--- src/rtl/bit_deserializer.sv ---
// Serial-to-parallel word assembler, LSB-first, with valid/ready on both sides.
// Define PARITY_CHK_EN to expect an even-parity bit after each word and flag errors on out_err.
module bit_deserializer #(
  parameter int WIDTH = 32
) (
  input  logic             clk,
  input  logic             rst_n,
  input  logic             flush,
  input  logic             in_valid,
  input  logic             in_bit,
  output logic             in_ready,
  output logic             out_valid,
  input  logic             out_ready,
  output logic [WIDTH-1:0] out_data,
  output logic             out_err
);
  localparam int CW = $clog2(WIDTH);
  localparam logic [CW-1:0] LAST = CW'(WIDTH - 1);

`ifdef PARITY_CHK_EN
  typedef enum logic [1:0] {COLLECT, PARITY, HOLD} state_t;
`else
  typedef enum logic [1:0] {COLLECT, HOLD} state_t;
`endif

  state_t          state;
  logic [CW-1:0]   cnt;
  logic [WIDTH-1:0] data;

  // Input side stalls whenever a finished word is waiting downstream.
  assign in_ready = ~out_valid;
  assign out_data = data;

`ifdef PARITY_CHK_EN
  logic par;
  logic err;
  assign out_err = err;
`else
  assign out_err = 1'b0;
`endif

  always_ff @(posedge clk or negedge rst_n) begin
    if (!rst_n) begin
      state     <= COLLECT;
      cnt       <= '0;
      data      <= '0;
      out_valid <= 1'b0;
`ifdef PARITY_CHK_EN
      par       <= 1'b0;
      err       <= 1'b0;
`endif
    end else if (flush) begin
      state     <= COLLECT;
      cnt       <= '0;
      data      <= '0;
      out_valid <= 1'b0;
`ifdef PARITY_CHK_EN
      par       <= 1'b0;
      err       <= 1'b0;
`endif
    end else begin
      case (state)
        COLLECT: if (in_valid) begin
          data[cnt] <= in_bit;
`ifdef PARITY_CHK_EN
          par <= par ^ in_bit;
`endif
          if (cnt == LAST) begin
            cnt <= '0;
`ifdef PARITY_CHK_EN
            state <= PARITY;
`else
            state     <= HOLD;
            out_valid <= 1'b1;
`endif
          end else begin
            cnt <= cnt + 1'b1;
          end
        end
`ifdef PARITY_CHK_EN
        PARITY: if (in_valid) begin
          err       <= par ^ in_bit;
          par       <= 1'b0;
          state     <= HOLD;
          out_valid <= 1'b1;
        end
`endif
        HOLD: if (out_ready) begin
          state     <= COLLECT;
          out_valid <= 1'b0;
        end
        default: begin
          state     <= COLLECT;
          out_valid <= 1'b0;
        end
      endcase
    end
  end
endmodule

--- config.mk ---
export PLATFORM = sky130hd
export DESIGN_NAME = bit_deserializer
export DESIGN_NICKNAME = d
export VERILOG_FILES = /design/src/rtl/bit_deserializer.sv
export SDC_FILE = /design/constraint.sdc
export NUM_CORES = 1
export LEC_CHECK = 0
export ABC_AREA = 1
export BUFFER_PORTS_ARGS = -buffer_cell sky130_fd_sc_hd__buf_4
export CORE_MARGIN = 10
export CORE_UTILIZATION = 55
export CTS_BUF_LIST = sky130_fd_sc_hd__clkbuf_2
export DETAILED_ROUTE_END_ITERATION = 6
export GPL_TIMING_DRIVEN = 0
export PLACE_DENSITY_LB_ADDON = 0.08
export SLEW_MARGIN = 0
export SYNTH_ARGS = -nofsm -noshare
export SYNTH_HDL_FRONTEND = slang
export SYNTH_SLANG_ARGS = --single-unit
--- constraint.sdc ---
create_clock -name clk -period 1.65 [get_ports clk]
set_input_delay 0.165 -clock clk [delete_from_list [all_inputs] [get_ports clk]]
set_output_delay 0.165 -clock clk [all_outputs]
set_load 0.02 [all_outputs]
== Yosys cells after proc, flatten, opt, wreduce, memory -nomap -nowiden ==
Cells that the tools add are included.
W data, S select, Z words.

* $add $sub $neg: 1
* $mul: 0
* Divide/modulo/power cells: 0
* $lt $le $gt $ge: 2
* Eq/ne operators: 5
* Shifts and indexed selects: 0
* Muxes and demuxes: 20
* Bitwise logic cells: 1
* Reductions and logical operators: 6

{| class="wikitable"
|+ Operators with widths
! operator !! count
|-
| $mux W32 || 3
|-
| $bwmux W32 || 1
|-
| $mux W5 || 4
|-
| $ne A3 B3 Y1 const B || 3
|-
| $mux W2 || 4
|-
| $lt A5 B6 Y1 const B || 1
|-
| $add A5 B1 Y5 const B || 1
|-
| $demux W1 S5 || 1
|-
| $eq A5 B5 Y1 const B || 1
|-
| $ge A5 B1 Y1 const B || 1
|-
| $mux W1 || 5
|-
| $pmux W2 S2 || 1
|-
| $reduce_bool A2 Y1 || 2
|-
| $reduce_and A3 Y1 || 1
|-
| $eq A2 B1 Y1 const B || 1
|-
| $logic_not A2 Y1 || 1
|-
| $pmux W1 S2 || 1
|-
| $reduce_and A2 Y1 || 1
|-
| $logic_and A1 B1 Y1 || 1
|-
| $not A1 Y1 || 1
|}

* Register bits after elaboration: 40
* Bits in latches: 0
* Memory bits (writable): 0
* Memory bits (read-only): 0
* Bits of input ports: 6
* Output and inout port bits: 35
* Logic and storage cells: 39
* Memories: 0

== Longest topological paths before layout ==
Gate-level depths: netlist of the first run.

* Word-level depth: 8
* Mapped depth: 8
* Depth with buffers taken out: 7

== Worst setup path after synthesis of the first run ==
Ideal clock, no wire load.

* Path kind: register to register
* Start: register cnt[0]
* End: register cnt[3]
* Setup time: 0.126 ns
* Arrival: 1.371 ns
* Data required time: 1.524 ns
* Slack: 0.154 ns
* Stages on the path, launching flop included: 8
* Path buffers: 0
* Clock period less this slack: 1.496 ns
* Cell sequence: dfrtp_1 -> ha_1 -> inv_1 -> nor3_1 -> ha_1 -> inv_1 -> o21ai_0 -> nor2_1

* Word-level cells in the longest chain between the ends: 5
* Elaborated cells on any way between the ends: 6
* Classes of those cells: 1 x add/sub; 1 x eq/ne; 4 x mux

{| class="wikitable"
|+ RTL lines
! what !! line !! RTL
|-
| from (decl) || 27 || <nowiki>logic [CW-1:0] cnt;</nowiki>
|-
| from (signal assigned) || 77 || <nowiki>cnt <= cnt + 1'b1;</nowiki>
|-
| $add A5 B1 Y5 / $eq A5 B5 Y1 (equally long branches) || 77, 68 ||
|-
| $mux W5 * || 68 || <nowiki>if (cnt == LAST) begin</nowiki>
|-
| $mux W5 * || 63 || <nowiki>COLLECT: if (in_valid) begin</nowiki>
|-
| $mux W5 * || 62 || <nowiki>case (state)</nowiki>
|-
| $mux W5 * || 52 || <nowiki>end else if (flush) begin</nowiki>
|}

Every way passes the cells marked *; elsewhere a longest branch is shown, timed or not. The select of a mux whose other input is x is not followed.
A chain may end at the register's enable or synchronous reset.

== Final worst setup path of the first run ==
* Start: register cnt[1]
* End: register cnt[2]

The elaborated chain is that of the path after synthesis.

==> results.md, run 1 <==
* Number of synthesized flops with an enable pin at 0
* Asr flop ratio synth at 1.000
* TNS Setup at -10.90 ps
* Min Tclk post-route at roughly 1700 ps
* Arrival @ worst endpoint at 1980 ps
* Hold Crit Start: flush
* DP Area at between 2000 and 3000 um2
* WHS Endpoint: state[0]$_DFFE_PN0P_
* Setup ws final at -10.90 ps
* Max-slew violations at 0
* Flop2flop setup slack at -10 ps
* Clock root buffer: clkbuf_2
* Hold path depth at 4
* # setup viols final at 1
* Met3 track utilization from global routing at 0.04785
* # diodes at 0
* Slew margin rel. at 0.6495
* Critical path launch point type: register
* Total CTS buffers at 5
* Core Area at 3971 um2
* Worst vdd ir at approximately 0.00040 V
* Ys Warns at 0
* Via count at 2157
* Vias in the first global route at 2169
* Violated checks: negative setup slack
* Site Rows at 23
* Antenna violations before repair at 0
* Remaining global-route overflow at 0
* Post-synth top flop: dfrtp_1
* Die area at about 7000 um2
* DR WL/cell at 13.37 um
* Most used routing layer: met2
* TritonRoute pass-1 iters at 4
* Worst path required time at 1970 ps
* R2R cell count at 7
* Final RePlAce weighted congestion at 0.8770
* Critical path class: register to register
* CTS tree: done
* Worst-path clk slew at 200 ps
* P_leak at 0.001607 uW
* Worst setup EP type: register
* Met1 Use GR at 0.1803
* First-pass GRT wire length at just under 10 mm
* Mean Syn Cell Area at 6.960 um2
* Worst R2R Start: cnt[1]$_DFFE_PN0P_
* Vias per cell at 5.136
* Pwr Density at slightly above 600 nW/um2
* HPWL Detailed at 4.057 mm
* Top-count cell post-synth: nand2_1
* F_max at roughly 600 MHz
* Class of the worst hold path: input pin to register
* Worst-skew pair later-pin latency at 410 ps
* Synth top area cells: dfrtp_1 (43%), nand2_1 (21%), nand4_1 (10%)
* Area delta synth->final at 20.06%
* Largest net degree at the start of global routing at 39
* Die H at about 84 um
* Die width at 83.64 um
* H-tree depth at 2
* M2 GR Usage at 0.2836
* Design area at 2674 um2
* CP max FO at 7
* Detailed Route Iter0 Violations at roughly 120
* RSZ-0062 raised after global routing: yes
* Top-area cell type share of the netlist area at 0.4270
* Gate Count Post-Synth at 320
* Placed Instances at ~410
* Mapped Nets at 331
* Nets@finish at 380
* Cell taking the most area after synthesis: dfrtp_1
* Sequential area share after synthesis at 0.4270
* Clk_skew at 21.08 ps
* Reg2reg end: cnt[2]$_DFFE_PN0P_
* Leading cell types by count after synthesis: nand2_1 (123), dfrtp_1 (38), nand4_1 (36), nor2_1 (36), inv_1 (31)
* Fin crit share at 1.007
* Max Root-Sink Buffers at 2
* Post-synthesis instance area at 2227 um2
* Max Cap Viol at 0
* Io pins at 41
* Hold Violations, Final at 0
* Layout cells sized above 1 at 0.2054
* Detailed-route wire length at 5.614 mm
* Starting Density at 0.5608
* Status: finished, violations left
* Clk sink count at 38
* DRT antenna net count at 0
* Pre-CTS WS at -159.4 ps
* Post-synthesis register bit count at 38
* GRT Util Overall at 0.1621
* Actual slew at the worst max-slew pin at 523.8 ps
* Post-synth cell types at 19
* Final non-filler cell total at 420
* Remaining DRCs at 0
* Port buffer count at 38
## worst max-delay path by stage
stage                  startpoint                  to
6_report       cnt[1]$_DFFE_PN0P_  cnt[2]$_DFFE_PN0P_
5_1_grt        cnt[1]$_DFFE_PN0P_  cnt[2]$_DFFE_PN0P_
4_1_cts        cnt[1]$_DFFE_PN0P_  cnt[2]$_DFFE_PN0P_
3_5_place_dp   cnt[1]$_DFFE_PN0P_  cnt[2]$_DFFE_PN0P_
3_3_place_gp   cnt[0]$_DFFE_PN0P_  cnt[2]$_DFFE_PN0P_
2_1_floorplan  cnt[0]$_DFFE_PN0P_  cnt[3]$_DFFE_PN0P_
## state kept, by name (all words and copies together) (netlist names)
register  count
cnt           5
out_data     32
state         1
## cells in the final DEF (no fill, tap or decap), drive strengths merged
| cell type | n |
|---|---|
| a21oi | 1 |
| buf | 55 |
| clkbuf | 11 |
| clkinv | 2 |
| conb | 1 |
| dfrtp | 38 |
| dlygate4sd3 | 2 |
| ha | 5 |
| inv | 33 |
| nand2 | 124 |
| nand3 | 13 |
| nand4 | 36 |
| nor2 | 38 |
| nor3 | 1 |
| o21ai | 10 |
## critical path, stage by stage (launching register included)
cell and delay [ps]:
dfrtp_1 430, ha_2 280, inv_1 110, nor3_2 200, ha_1 210, inv_1 70
o21ai_1 200, a21oi_1 80
## final cells by class
| cell class | instances | area, um2 |
|---|---|---|
| plain buffers | 20 | 105.1 |
| clock buffers | 6 | 30.03 |
| clock inverters | 2 | 8.758 |
| fillers | 384 | 1297 |
| inverters | 33 | 123.9 |
| multi-input cells | 229 | 1072 |
| flip-flops and latches | 38 | 950.9 |
| well taps | 50 | 62.56 |
| repair buffers | 42 | 320.3 |
## report_power, final
part,leakage [uW],internal (uW),switching [uW]
sequential,0.000528,943,7.23
combinational,0.00105,82.8,175
clock,0.0000304,104,313
## logic make-up (layout without fill, tap and decap cells)
family,after synthesis,in the layout,synth area share
adder cells (fa/ha/maj),5,5,0.02809
buffers and inverters,53,103,0.1028
flip-flops,38,38,0.4270
AO/OA/AOI/OAI,11,11,0.02472
AND/OR/NAND/NOR,212,212,0.4157
other,1,1,0.001684
## metrics by stage
| step | total power, uW | hold slack, ps | util |
|---|---|---|---|
| after CTS | 1621 | 59.18 | 0.6676 |
| after floorplan | 1124 | -130.6 | - |
| final | 1625 | 58.50 | 0.6733 |
| after detailed placement | 1205 | 166.1 | 0.6484 |
| after global placement | 1199 | 154.7 | 0.6484 |
| after global routing | 1700 | 78.33 | 0.6733 |
## repair_timing
item / in CTS / in global routing
setup buffers: 2 / 0
hold endpoints to repair: 39 / 0
hold buffers: 2 / 0
endpoints found under the setup margin: 4 / 22
resized for setup: 2 / 5
## per-layer routing
metal	up-vias	routed length [um]
li1	1107	-
met1	988	2428
met2	57	2734
met3	5	389
met4	0	62
met5	-	0
No activity file was read; power rests on OpenSTA's default activity.
==> run 2, diff against run 1 <==
--- a/config.mk
+++ b/config.mk
@@ -7,6 +7,7 @@
 export LEC_CHECK = 0
 export ABC_AREA = 1
 export BUFFER_PORTS_ARGS = -buffer_cell sky130_fd_sc_hd__buf_4
+export CORE_ASPECT_RATIO = 2
 export CORE_MARGIN = 10
 export CORE_UTILIZATION = 55
 export CTS_BUF_LIST = sky130_fd_sc_hd__clkbuf_2
==> results.md, run 2 (synthesis gave the netlist of run 1 again) <==
* Area taken by multi-input logic gates at 1076 um2 (was 1072 um2)
* Class of the worst hold path: input pin to register (unchanged)
* Actual slew at the worst max-slew pin at 539.2 ps (was 523.8 ps)
* Final hold slack at 84.87 ps (was 58.50 ps)
* Via count at 2216 (was 2157)
* Min Tclk post-route at 1567 ps (was 1661 ps)
* Clock root buffer: clkbuf_2 (unchanged)
* Fin crit share at 0.9495 (was 1.007)
* Detailed Route Iter0 Violations at 86 (was 116)
* Die width at 65.00 um (was 83.64 um)
* P_leak at 0.001591 uW (was 0.001607 uW)
* WHS Endpoint: state[0]$_DFFE_PN0P_ (unchanged)
* # setup viols final at 0 (was 1)
* Worst-skew pair later-pin latency at 390 ps (was 410 ps)
* Layout cells sized above 1 at 0.2044 (was 0.2054)
* Hold Crit Start: flush (unchanged)
* Pwr Density at 592.5 nW/um2 (was 607.7 nW/um2)
* Worst-path clk slew at 170 ps (was 200 ps)
* F_max at 638.3 MHz (was 602.1 MHz)
* Starting Density at 0.5735 (was 0.5608)
* Delay-heaviest family, CP: flip-flops (was adder cells)
* Clk sink count at 38 (unchanged)
* Clk_skew at 13.44 ps (was 21.08 ps)
* Die area at 7149 um2 (was 6995 um2)
* Reg2reg end: cnt[3]$_DFFE_PN0P_ (was cnt[2]$_DFFE_PN0P_)
* Total CTS buffers at 5 (unchanged)
* Design area at 2665 um2 (was 2674 um2)
* CTS tree: done (unchanged)
* Hold path depth at 4 (unchanged)
* Max incr delay on CP at 450 ps (was 430 ps)
* Buf/Inv on CP at 2 (unchanged)
* CP Cell Sequence: ha_4 > inv_1 > nor3_2 > ha_2 > inv_1 > o21ai_2 > nor2_1 (was ha_2 > inv_1 > nor3_2 > ha_1 > inv_1 > o21ai_1 > a21oi_1)
* Site Rows at 32 (was 23)
* Max Root-Sink Buffers at 2 (unchanged)
* Filler Cells Inserted at 358 (was 384)
* RSZ-0062 raised after global routing: yes (unchanged)
* Hold Violations, Final at 0 (unchanged)
* CP max FO at 7 (unchanged)
* Arrival @ worst endpoint at 1860 ps (was 1980 ps)
* Max Cap Viol at 0 (unchanged)
* Status: completed (was finished, violations left)
* Most common cell after layout, fill and taps aside: nand2_1 (unchanged)
* Worst vdd ir at 0.0004610 V (was 0.0003963 V)
* R2R cell count at 7 (unchanged)
* Flop2flop setup slack at 80 ps (was -10 ps)
* Largest net degree at the start of global routing at 39 (unchanged)
* Worst setup EP type: register (unchanged)
* DP Area at 2576 um2 (was 2575 um2)
* Worst path required time at 1940 ps (was 1970 ps)
* # diodes at 0 (unchanged)
* GRT Util Overall at 0.1757 (was 0.1621)
* DRT antenna net count at 0 (unchanged)
* Most frequent cells in the layout: nand2_1 (123), buf_4 (44), dfrtp_1 (37), nor2_1 (36), nand4_1 (36) (was nand2_1 (123), buf_4 (44), dfrtp_1 (38), nor2_1 (36), nand4_1 (36))
* Remaining global-route overflow at 0 (unchanged)
* Io pins at 41 (unchanged)
* Final RePlAce weighted congestion at 0.9179 (was 0.8770)
* Vias in the first global route at 2268 (was 2169)
* Critical path launch point type: register (unchanged)
* Area delta synth->final at 19.66% (was 20.06%)
* Max-slew violations at 0 (unchanged)
* Slew margin rel. at 0.6392 (was 0.6495)
* Antenna violations before repair at 0 (unchanged)
* H-tree depth at 2 (unchanged)
* Critical Path Slowest Stage Cell: dfrtp_1 (unchanged)
* Vias per cell at 5.301 (was 5.136)
* DR WL/cell at 14.35 um (was 13.37 um)
* Nets@finish at 379 (was 380)
* Port buffer count at 38 (unchanged)
* Remaining DRCs at 0 (unchanged)
* Worst R2R Start: cnt[0]$_DFFE_PN0P_ (was cnt[1]$_DFFE_PN0P_)
* Critical path class: register to register (unchanged)
* HPWL Detailed at 4.482 mm (was 4.057 mm)
* TNS Setup at 0 ps (was -10.90 ps)
* Detailed-route wire length at 6.000 mm (was 5.614 mm)
* TritonRoute pass-1 iters at 4 (unchanged)
* First-pass GRT wire length at 10.01 mm (was 9.653 mm)
* Die H at 110.0 um (was 83.64 um)
* Core Area at 3884 um2 (was 3971 um2)
* Most used cell along the critical path: inv_1 (unchanged)
* Seq. cell area at 952.2 um2 (was 950.9 um2)
* Max reg flops at 32 (unchanged)
==> run 2: cell count changes in the layout (fill, tap and decap cells not counted) <==
cell and delta:
clkbuf_2 -2, dfrtp_2 +1, o21ai_1 -1, o21ai_2 +1, dfrtp_1 -1, clkinv_2 -1
==> run 2: power by group <==
group	internal (uW)	switching (uW)
Clock	84.2	287
Combinational	78.3	177
Sequential	943	9.56
Total	1110	473
==> run 2: area by class of cell <==
| type | count | area share |
|---|---|---|
| Sequential cell | 38 | 0.3573 |
| Buffer | 20 | 0.04038 |
| Tap cell | 51 | 0.02394 |
| Inverter | 33 | 0.04648 |
| Timing Repair Buffer | 41 | 0.1174 |
| Clock inverter | 1 | 0.001408 |
| Clock buffer | 5 | 0.009390 |
| Multi-Input combinational cell | 229 | 0.4038 |
==> run 2: what timing repair did <==
action / 4_1_cts / 5_1_grt
setup endpoints to repair: 4 / 20
hold endpoints to repair: 39 / 0
hold buffers: 2 / 0
buffers inserted: 1 / 0
gates resized for setup: 4 / 8
pin swaps: 0 / 0
==> run 2: metal layers <==
metal	vias up	global-route usage	wire length (um)
met5	-	0	0
met4	0	0.08615	106
met3	13	0.04348	345
met2	63	0.3336	3368
met1	1033	0.1696	2179
li1	1107	-	-
==> run 2: worst max-delay path by stage <==
stage                     cells after the start                        to  slack, ps               start
after detailed placement                      7        cnt[3]$_DFFE_PN0P_       -220  cnt[0]$_DFFE_PN0P_
after global routing                          8  out_data[26]$_DFFE_PN0P_        -20  cnt[0]$_DFFE_PN0P_
final                                         7        cnt[3]$_DFFE_PN0P_         80  cnt[0]$_DFFE_PN0P_
after global placement                        7        cnt[3]$_DFFE_PN0P_       -250  cnt[0]$_DFFE_PN0P_
after CTS                                     8        cnt[3]$_DFFE_PN0P_         30  cnt[2]$_DFFE_PN0P_
after floorplan                               7        cnt[3]$_DFFE_PN0P_        150  cnt[0]$_DFFE_PN0P_
==> run 2: worst min-delay path, cell delays in order <==
cell     delay [ps]
buf_4            90
inv_2            60
nand2_1          70
o21ai_0          70
==> run 2: per-stage QoR <==
step | worst slack [ps] | instances | power, uW | utilization
CTS | 26.51 | 418 | 1593 | 0.6823
global placement | -245.8 | 409 | 1205 | 0.6633
detailed placement | -222.9 | 409 | 1209 | 0.6633
global route | -16.99 | 418 | 1661 | 0.6862
finish | 83.40 | 418 | 1579 | 0.6862
floorplan | 153.8 | 320 | 1124 | -
==> run 3, diff against run 2 <==
--- a/config.mk
+++ b/config.mk
@@ -9,7 +9,7 @@
 export BUFFER_PORTS_ARGS = -buffer_cell sky130_fd_sc_hd__buf_4
 export CORE_ASPECT_RATIO = 2
 export CORE_MARGIN = 10
-export CORE_UTILIZATION = 55
+export CORE_UTILIZATION = 52
 export CTS_BUF_LIST = sky130_fd_sc_hd__clkbuf_2
 export DETAILED_ROUTE_END_ITERATION = 6
 export GPL_TIMING_DRIVEN = 0
==> constraint.sdc (replaced) <==
create_clock -name clk -period 1.4 [get_ports clk]
set_input_delay 0.14 -clock clk [delete_from_list [all_inputs] [get_ports clk]]
set_output_delay 0.14 -clock clk [all_outputs]
set_load 0.02 [all_outputs]
==> results.md, run 3 (synthesis gave the netlist of run 1 again) <==
* Status: finished, violations left (was completed)
* Violated checks: negative setup slack
* Max incr delay on CP at 470 ps (was 450 ps)
* TritonRoute pass-1 iters at 5 (was 4)
* F_max at 712.6 MHz (was 638.3 MHz)
* Min Tclk post-route at 1403 ps (was 1567 ps)
* Detailed-route wire length at 6.134 mm (was 6.000 mm)
* Delay-heaviest family, CP: flip-flops (unchanged)
* CP max FO at 3 (was 7)
* Buf/Inv on CP at 2 (unchanged)
* P_leak at 0.001663 uW (was 0.001591 uW)
* Critical Path Source: cnt[1]$_DFFE_PN0P_ (was cnt[0]$_DFFE_PN0P_)
* Largest net degree at the start of global routing at 39 (unchanged)
* CP Cell Sequence: ha_4 > inv_4 > nor3_4 > ha_4 > inv_2 > o21ai_2 > nor2_1 (was ha_4 > inv_1 > nor3_2 > ha_2 > inv_1 > o21ai_2 > nor2_1)
* DRT antenna net count at 0 (unchanged)
* Critical Path Slowest Stage Cell: dfrtp_1 (unchanged)
* Remaining DRCs at 0 (unchanged)
* Critical path launch point type: register (unchanged)
* Max-slew violations at 0 (unchanged)
* Layout cells sized above 1 at 0.2460 (was 0.2044)
* Most used cell along the critical path: ha_4 (was inv_1)
* Setup ws final at -3.312 ps (was 83.40 ps)
* # setup viols final at 1 (was 0)
* Worst setup EP type: register (unchanged)
* Worst path required time at 1700 ps (was 1940 ps)
* Class of the worst hold path: input pin to register (unchanged)
* Site Rows at 33 (was 32)
* Actual slew at the worst max-slew pin at 501.3 ps (was 539.2 ps)
* Fin util at 0.6812 (was 0.6862)
* Nets@finish at 385 (was 379)
* H-tree depth at 2 (unchanged)
* Slew margin rel. at 0.6658 (was 0.6392)
* Clk sink count at 38 (unchanged)
* Max reg flops at 32 (unchanged)
* RSZ-0062 raised after global routing: yes (unchanged)
* Vias in the first global route at 2383 (was 2268)
* Worst vdd ir at 0.0005525 V (was 0.0004610 V)
* Final hold slack at 47.08 ps (was 84.87 ps)
* TNS Setup at -3.312 ps (was 0 ps)
* Total CTS buffers at 5 (unchanged)
* Clk_skew at 18.26 ps (was 13.44 ps)
* Most common cell after layout, fill and taps aside: nand2_1 (unchanged)
* Port buffer count at 38 (unchanged)
* Fin crit share at 1.002 (was 0.9495)
* Die H at 112.6 um (was 110.0 um)
* DR WL/cell at 14.40 um (was 14.35 um)
* Pwr Density at 697.7 nW/um2 (was 592.5 nW/um2)
* Area taken by multi-input logic gates at 1137 um2 (was 1076 um2)
* Vias per cell at 5.312 (was 5.301)
* Worst-path clk slew at 180 ps (was 170 ps)
* Critical path class: register to register (unchanged)
* Most frequent cells in the layout: nand2_1 (123), buf_4 (48), nand4_1 (36), dfrtp_1 (36), nor2_1 (35) (was nand2_1 (123), buf_4 (44), dfrtp_1 (37), nor2_1 (36), nand4_1 (36))
* GRT Util Overall at 0.1748 (was 0.1757)
* Detailed Route Iter0 Violations at 75 (was 86)
* Io pins at 41 (unchanged)
* Seq. cell area at 953.4 um2 (was 952.2 um2)
* HPWL Detailed at 4.348 mm (was 4.482 mm)
* Worst R2R Start: cnt[1]$_DFFE_PN0P_ (was cnt[0]$_DFFE_PN0P_)
* Worst-skew pair later-pin latency at 400 ps (was 390 ps)
* CTS tree: done (unchanged)
* Filler Cells Inserted at 358 (unchanged)
* Hold Crit Start: flush (unchanged)
* Starting Density at 0.5394 (was 0.5735)
* Max Root-Sink Buffers at 2 (unchanged)
* Hold Violations, Final at 0 (unchanged)
* First-pass GRT wire length at 10.73 mm (was 10.01 mm)
* Max Cap Viol at 0 (unchanged)
* Pre-CTS WS at -244.5 ps (was -222.9 ps)
* Die area at 7459 um2 (was 7149 um2)
* Remaining global-route overflow at 0 (unchanged)
* Total Power at 1962 uW (was 1579 uW)
* Arrival @ worst endpoint at 1700 ps (was 1860 ps)
* Via count at 2263 (was 2216)
* # diodes at 0 (unchanged)
* Clock root buffer: clkbuf_2 (unchanged)
* Antenna violations before repair at 0 (unchanged)
* Final RePlAce weighted congestion at 0.8627 (was 0.9179)
* Area delta synth->final at 26.29% (was 19.66%)
* Die width at 66.28 um (was 65.00 um)
* Core Area at 4129 um2 (was 3884 um2)
==> run 3: cell count changes in the layout (fill, tap and decap cells not counted), moves of 3 or more <==
cell | previous run | this run
buf_2 | 11 | 6
buf_4 | 44 | 48
clkbuf_4 | 0 | 4
ha_2 | 3 | 0
ha_4 | 1 | 5
inv_1 | 31 | 25
inv_2 | 2 | 6
==> run 3: layout make-up <==
class	count	area share
Clock buffer	7	0.01246
Inverter	33	0.04626
Sequential cell	38	0.3390
Multi-Input combinational cell	229	0.4044
Buffer	20	0.04626
Tap cell	52	0.02313
Timing Repair Buffer	47	0.1286
==> run 3: timing repair <==
action	CTS	global route
endpoints found under the hold margin	39	0
setup buffers	5	3
setup endpoints to repair	30	37
hold buffers	2	0
pin swaps	5	4
gates resized for setup	14	20
==> run 3: path summary, 6_finish.rpt <==
check / endpoint / slack, ps / cells after the start
max in group asynchronous: cnt[0]$_DFFE_PN0P_ / 800 / 2
min in group asynchronous: out_data[23]$_DFFE_PN0P_ / 210 / 2
max reg2reg: cnt[3]$_DFFE_PN0P_ / -3 / 7
min reg2reg: out_data[30]$_DFFE_PN0P_ / 500 / 2
min: cnt[4]$_DFFE_PN0P_ / 50 / 4
max: cnt[3]$_DFFE_PN0P_ / -3 / 7
==> run 3: stage by stage <==
step / cell area (um2) / std cells
6_report: 2813 / 426
4_1_cts: 2726 / 424
2_1_floorplan: 2237 / 320
3_5_place_dp: 2587 / 410
3_3_place_gp: 2587 / 410
5_1_grt: 2813 / 426
==> run 3: worst reg2reg max path, cell delays in order (launching register included) <==
cell and delay (ps):
dfrtp_1 470, ha_4 190, inv_4 50, nor3_4 200, ha_4 170, inv_2 40
o21ai_2 140, nor2_1 60
==> run 3: power by group <==
| part | total, uW | internal (uW) | switching (uW) |
|---|---|---|---|
| sequential | 1120 | 1110 | 12.8 |
| combinational | 341 | 119 | 222 |
| clock | 496 | 130 | 366 |
==> run 3: per-layer routing <==
layer	share of wire	track usage	wire length (um)
met1	0.39	0.1879	2410
met5	0	0	0
met2	0.53	0.3031	3231
met4	0.028	0.08439	170
met3	0.052	0.04183	322
